[config.mk]
export PLATFORM = sky130hd
export DESIGN_NAME = booth_mult
export DESIGN_NICKNAME = d
export VERILOG_FILES = /design/src/rtl/mult_pkg.sv /design/src/rtl/booth_step.sv /design/src/rtl/booth_mult.sv
export SDC_FILE = /design/constraint.sdc
export NUM_CORES = 1
export LEC_CHECK = 0
export ABC_AREA = 1
export BUFFER_PORTS_ARGS = -buffer_cell sky130_fd_sc_hd__buf_2
export CAP_MARGIN = 30
export CORE_ASPECT_RATIO = 0.9
export CORE_MARGIN = 2
export CORE_UTILIZATION = 60
export CTS_CLUSTER_SIZE = 8
export DETAILED_ROUTE_END_ITERATION = 16
export PLACE_DENSITY = 0.88
export SYNTH_ARGS = -nofsm -noshare
export SYNTH_HDL_FRONTEND = slang
export SYNTH_SLANG_ARGS = --single-unit
[constraint.sdc]
create_clock -name clk -period 7.8 [get_ports clk]
set_input_delay 0.39 -clock clk [delete_from_list [all_inputs] [get_ports clk]]
set_output_delay 0.39 -clock clk [all_outputs]
set_load 0.01 [all_outputs]
[src/rtl/mult_pkg.sv]
// Shared types and helpers for the Booth multiplier.
//   mult_state_t        : controller state encoding (IDLE, CALC, DONE)
//   MULT_DEFAULT_WIDTH  : default operand width
//   MULT_MAX_WIDTH      : widest operand mult_ext can extend
//   mult_ext()          : sign/zero extension of an operand by one bit
package mult_pkg;

  typedef enum logic [1:0] {
    IDLE,
    CALC,
    DONE
  } mult_state_t;

  localparam int unsigned MULT_DEFAULT_WIDTH = 16;
  localparam int unsigned MULT_MAX_WIDTH     = 64;
  localparam int unsigned MULT_IDX_W         = $clog2(MULT_MAX_WIDTH);

  // Extends a width-bit operand (zero-padded up to MULT_MAX_WIDTH by the caller)
  // to width+1 bits. Bits above bit 'width' are filled too, so the caller may
  // slice any extension width it needs.
  function automatic logic [MULT_MAX_WIDTH:0] mult_ext(
    input logic [MULT_MAX_WIDTH-1:0] value,
    input logic                      is_signed,
    input int unsigned               width
  );
    logic [MULT_MAX_WIDTH:0] upper;
    logic [MULT_IDX_W-1:0]   msb;
    logic                    sign;
    msb   = MULT_IDX_W'(width - 1);
    sign  = is_signed & value[msb];
    upper = {(MULT_MAX_WIDTH + 1){1'b1}} << width;
    return {1'b0, value} | (sign ? upper : '0);
  endfunction

endpackage

[src/rtl/booth_step.sv]
// One radix-2 Booth iteration, purely combinational.
//   acc, q, q_1 : current accumulator, multiplier register and guard bit
//   m           : extended multiplicand
//   acc_next, q_next, q_1_next : state after add/sub and arithmetic right shift
module booth_step #(
  parameter int unsigned W1 = 17
) (
  input  logic [W1-1:0] acc,
  input  logic [W1-1:0] q,
  input  logic          q_1,
  input  logic [W1-1:0] m,
  output logic [W1-1:0] acc_next,
  output logic [W1-1:0] q_next,
  output logic          q_1_next
);

  logic [W1-1:0] sum;

  always_comb begin
    sum = acc;
    unique case ({q[0], q_1})
      2'b01:   sum = acc + m;
      2'b10:   sum = acc - m;
      default: sum = acc;
    endcase
  end

  // Arithmetic right shift of {sum, q, q_1} by one.
  assign acc_next = {sum[W1-1], sum[W1-1:1]};
  assign q_next   = {sum[0], q[W1-1:1]};
  assign q_1_next = q[0];

endmodule

[src/rtl/booth_mult.sv]
// Sequential radix-2 Booth multiplier, signed or unsigned per operation.
//   clk, rst  : rising-edge clock, asynchronous active-low reset
//   start     : request, accepted in IDLE or DONE
//   is_signed : operand mode, captured with a and b
//   a, b      : multiplicand, multiplier
//   busy      : high while iterating
//   ready     : result valid, held until the next accepted start
//   c         : product, holds the last result
module booth_mult
  import mult_pkg::*;
#(
  parameter int unsigned WIDTH = MULT_DEFAULT_WIDTH
) (
  input  logic               clk,
  input  logic               rst,
  input  logic               start,
  input  logic               is_signed,
  input  logic [WIDTH-1:0]   a,
  input  logic [WIDTH-1:0]   b,
  output logic               busy,
  output logic               ready,
  output logic [2*WIDTH-1:0] c
);

  localparam int unsigned W1 = WIDTH + 1;
  localparam int unsigned CW = $clog2(W1 + 1);

  mult_state_t state_q, state_d;

  logic [W1-1:0]      m_q, acc_q, q_q;
  logic               q1_q;
  logic [CW-1:0]      cnt_q;
  logic [2*WIDTH-1:0] c_q;
  logic               ready_q;

  logic               load, last;
  logic [W1-1:0]      acc_n, q_n;
  logic               q1_n;
  logic [2*W1-1:0]    full_n;

  logic [MULT_MAX_WIDTH:0] a_ext_full, b_ext_full;
  logic                    unused_bits;

  assign a_ext_full  = mult_ext(MULT_MAX_WIDTH'(a), is_signed, WIDTH);
  assign b_ext_full  = mult_ext(MULT_MAX_WIDTH'(b), is_signed, WIDTH);
  assign full_n      = {acc_n, q_n};
  // The top two product bits are pure sign extension and never leave the block.
  assign unused_bits = ^{full_n[2*W1-1:2*WIDTH],
                         a_ext_full[MULT_MAX_WIDTH:W1], b_ext_full[MULT_MAX_WIDTH:W1]};

  booth_step #(
    .W1 (W1)
  ) u_step (
    .acc      (acc_q),
    .q        (q_q),
    .q_1      (q1_q),
    .m        (m_q),
    .acc_next (acc_n),
    .q_next   (q_n),
    .q_1_next (q1_n)
  );

  always_ff @(posedge clk or negedge rst) begin
    if (!rst) state_q <= IDLE;
    else      state_q <= state_d;
  end

  always_comb begin
    state_d = state_q;
    load    = 1'b0;
    last    = 1'b0;
    unique case (state_q)
      IDLE, DONE: begin
        if (start) begin
          load    = 1'b1;
          state_d = CALC;
        end
      end
      CALC: begin
        // start is deliberately ignored here
        if (cnt_q == CW'(W1 - 1)) begin
          last    = 1'b1;
          state_d = DONE;
        end
      end
      default: state_d = IDLE;
    endcase
  end

  always_ff @(posedge clk or negedge rst) begin
    if (!rst) begin
      m_q     <= '0;
      acc_q   <= '0;
      q_q     <= '0;
      q1_q    <= 1'b0;
      cnt_q   <= '0;
      c_q     <= '0;
      ready_q <= 1'b0;
    end else if (load) begin
      m_q     <= a_ext_full[W1-1:0];
      q_q     <= b_ext_full[W1-1:0];
      acc_q   <= '0;
      q1_q    <= 1'b0;
      cnt_q   <= '0;
      ready_q <= 1'b0;
    end else if (state_q == CALC) begin
      acc_q <= acc_n;
      q_q   <= q_n;
      q1_q  <= q1_n;
      cnt_q <= cnt_q + CW'(1);
      if (last) begin
        c_q     <= full_n[2*WIDTH-1:0];
        ready_q <= 1'b1;
      end
    end
  end

  assign busy  = (state_q == CALC);
  assign ready = ready_q;
  assign c     = c_q;

endmodule

==> out/results.tsv <==
metric	value	unit
status	finished clean	
Final Slew Violations	0	
placed insts	877	
unique cell type count in the Yosys netlist	41	
synth top area cells	dfrtp_1 (42%), nand2_1 (17%), inv_1 (7.5%)	
CTS Buf Count	9	
Post-Syn Nets	766	
reg2reg setup slack	4.85	ns
CTS tree	done	
final cycle utilization of the critical path	37.9	%
clk_skew	0.0153	ns
initial drt markers	281	
vias per inst	5.31	
register area share after synthesis	42.2	%
hpwl dp	9110	um
Syn Inst Count	709	
Post-DRT Antenna Nets	0	
IO buf count	69	
CTS resizes	0	
hold wc startpoint	a[8]	
f_max	338	MHz
met3 WL	746	um
RSZ-0062 raised after global routing	no	
GRT Total Usage	28.4	%
maxcap violations	0	
clk sinks	91	
WL met2	5940	um
total iterations of the first detailed-routing run	5	
CP arrival	3.23	ns
hold endpoint	m_q[8]	
critical setup path kind	reg -> reg	
grt total ovfl	0	
drt total wl	12700	um
DRC	0	
ant diodes	0	
global-route wire length before repair	22200	um
CTS Root Cell	clkbuf_8	
worst skew pair latency	0.39	ns
worst min path class	in -> reg	
Longest Clk Path Bufs	2	
Slew @ Worst Pin	0.805	ns
Mean Syn Cell Area	7.62	um^2
largest net degree at the start of global routing	66	
ys async rst share	100	%
Core ar.	0.00865	mm^2
highest metal used	met4	
CP required	8.07	ns
CP Capture Type	flip-flop	
#FFs+latches synth	91	
area grow syn2layout	10.7	%
die area	0.00978	mm^2
# IOs	70	
count of endpoints failing setup in the final report	0	
DR vias	4751	
mean routed wirelength per cell	14.2	um
Hold Path Cell Cnt	3	
Clock transition at path regs	0.11	ns
Slew Limit Headroom	46.3	%
R2R Path Start	q1_q	
Post-synth EDFFs	0	
worst setup path startpoint	q1_q	
Die X	104	um
r2r endpoint	acc_q[13]	
initial antenna violation count	0	
htree depth	3	
Die H	94	um
cell taking the most area after synthesis	dfrtp_1	
Main synth FF type	dfrtp_1	
vias in the first global route	4622	
Crit Path Max Fanout	9	
Fin. Hold Viols	0	
Startpoint Class	flip-flop	
setup TNS	0	ns
min Tclk post-route	2.95	ns
Nets	827	
fin cells	894	
Register-to-Register Path Depth	17	
post-synth top area share	42.2	%
GPL Wtd Cong	0.952	
Netlist Area Pre-Place	0.00540	mm^2
layout cell share with drive strength beyond 1	16.0	%
Initial Util	62.4	%
M1 WL	5680	um
Rows	32	
synth warn	0	
==> cells in the mapped netlist, types with 4 or more instances <==
library cell    n
o21ai_1         8
nand4_1         5
inv_1         108
xor2_1         12
or2_2           4
o21ai_0        28
nor2_1         29
o22ai_1         6
o21ai_2        20
nand3_1        51
dfrtp_1        91
o211ai_1       11
nand2_1       243
buf_6           7
o221ai_1        8
ha_1           20
xnor2_1         4
a21oi_1        12
buf_2           9
==> critical path: stages, from the launching register on <==
cell	delay, ns
dfrtp_1	0.37
inv_1	0.07
ha_1	0.37
inv_2	0.17
o21ai_1	0.16
nand3_2	0.14
xnor2_1	0.30
ha_1	0.35
nand2_1	0.12
inv_1	0.07
nand2_1	0.06
nand2_1	0.09
a21oi_1	0.18
nand2_1	0.07
nand2_1	0.07
nand3_1	0.09
nand3_1	0.10
nand2_1	0.06
==> cell type report <==
| cell class | instances | area, um^2 |
|---|---|---|
| fillers | 728 | 2670 |
| multi-input cells | 483 | 2540 |
| flip-flops and latches | 91 | 2280 |
| inverters | 113 | 434 |
| repair buffers | 72 | 373 |
| well taps | 119 | 149 |
| clock buffers | 9 | 124 |
| clock inverters | 7 | 81.3 |
==> logic make-up (layout without fill, tap and decap cells) <==
group | count (synthesis) | in the layout | share of synthesized area [%]
and+or+nand+nor | 346 | 346 | 27.0
buffers and inverters | 135 | 201 | 10.9
AOI/OAI and AO/OA | 100 | 100 | 12.3
DFF | 91 | 91 | 42.2
adders and majority gates | 21 | 21 | 5.00
xor gates and xnor gates | 16 | 16 | 2.59
==> how the worst max path moves through the flow <==
| stage | end | cells past startpoint |
|---|---|---|
| 2_1_floorplan | acc_q[14] | 19 |
| 5_1_grt | acc_q[13] | 19 |
| 3_5_place_dp | c[30] | 19 |
| 6_report | acc_q[13] | 17 |
| 4_1_cts | acc_q[13] | 19 |
| 3_3_place_gp | acc_q[14] | 19 |
==> per-stage QoR <==
stage	setup WS (ns)	hold WS (ns)	util [%]	instance area [um^2]
6_report	4.85	0.197	69.1	5980
2_1_floorplan	5.33	0.0944	-	5400
4_1_cts	4.86	0.196	69.1	5980
3_3_place_gp	5.00	0.323	66.6	5760
5_1_grt	4.44	0.201	69.1	5980
3_5_place_dp	4.93	0.336	66.6	5760
==> state kept, by name, summed over array words and instances, names as in the netlist <==
name     count
state_q      2
c           32
q1_q         1
cnt_q        5
q_q         17
acc_q       16
ready        1
m_q         17
==> what timing repair did <==
action | CTS | global route
setup buffers | 0 | 0
endpoints found under the hold margin | 26 | 0
hold buffers | 1 | 0
==> cells in the final DEF, fill, tap and decap left out, types with 6 or more instances in the layout <==
master | Yosys | routed
a21oi_1 | 12 | 12
buf_2 | 9 | 68
clkbuf_8 | 0 | 9
dfrtp_1 | 91 | 91
ha_1 | 20 | 20
inv_1 | 108 | 108
nand2_1 | 243 | 243
nand3_1 | 51 | 51
nor2_1 | 29 | 28
o211ai_1 | 11 | 11
o21ai_0 | 28 | 28
o21ai_1 | 8 | 8
o21ai_2 | 20 | 20
o221ai_1 | 8 | 8
o22ai_1 | 6 | 6
xor2_1 | 12 | 12
==> per-layer routing <==
metal / GRT usage, % / vias to the layer above
met5: 0 / -
met4: 8.90 / 0
met3: 4.51 / 23
met2: 46.6 / 144
met1: 39.0 / 2204
li1: - / 2380
Power is left out: the tool's default activity adds up to more than one toggle a clock period on the data nets, which glitch-free logic cannot reach.
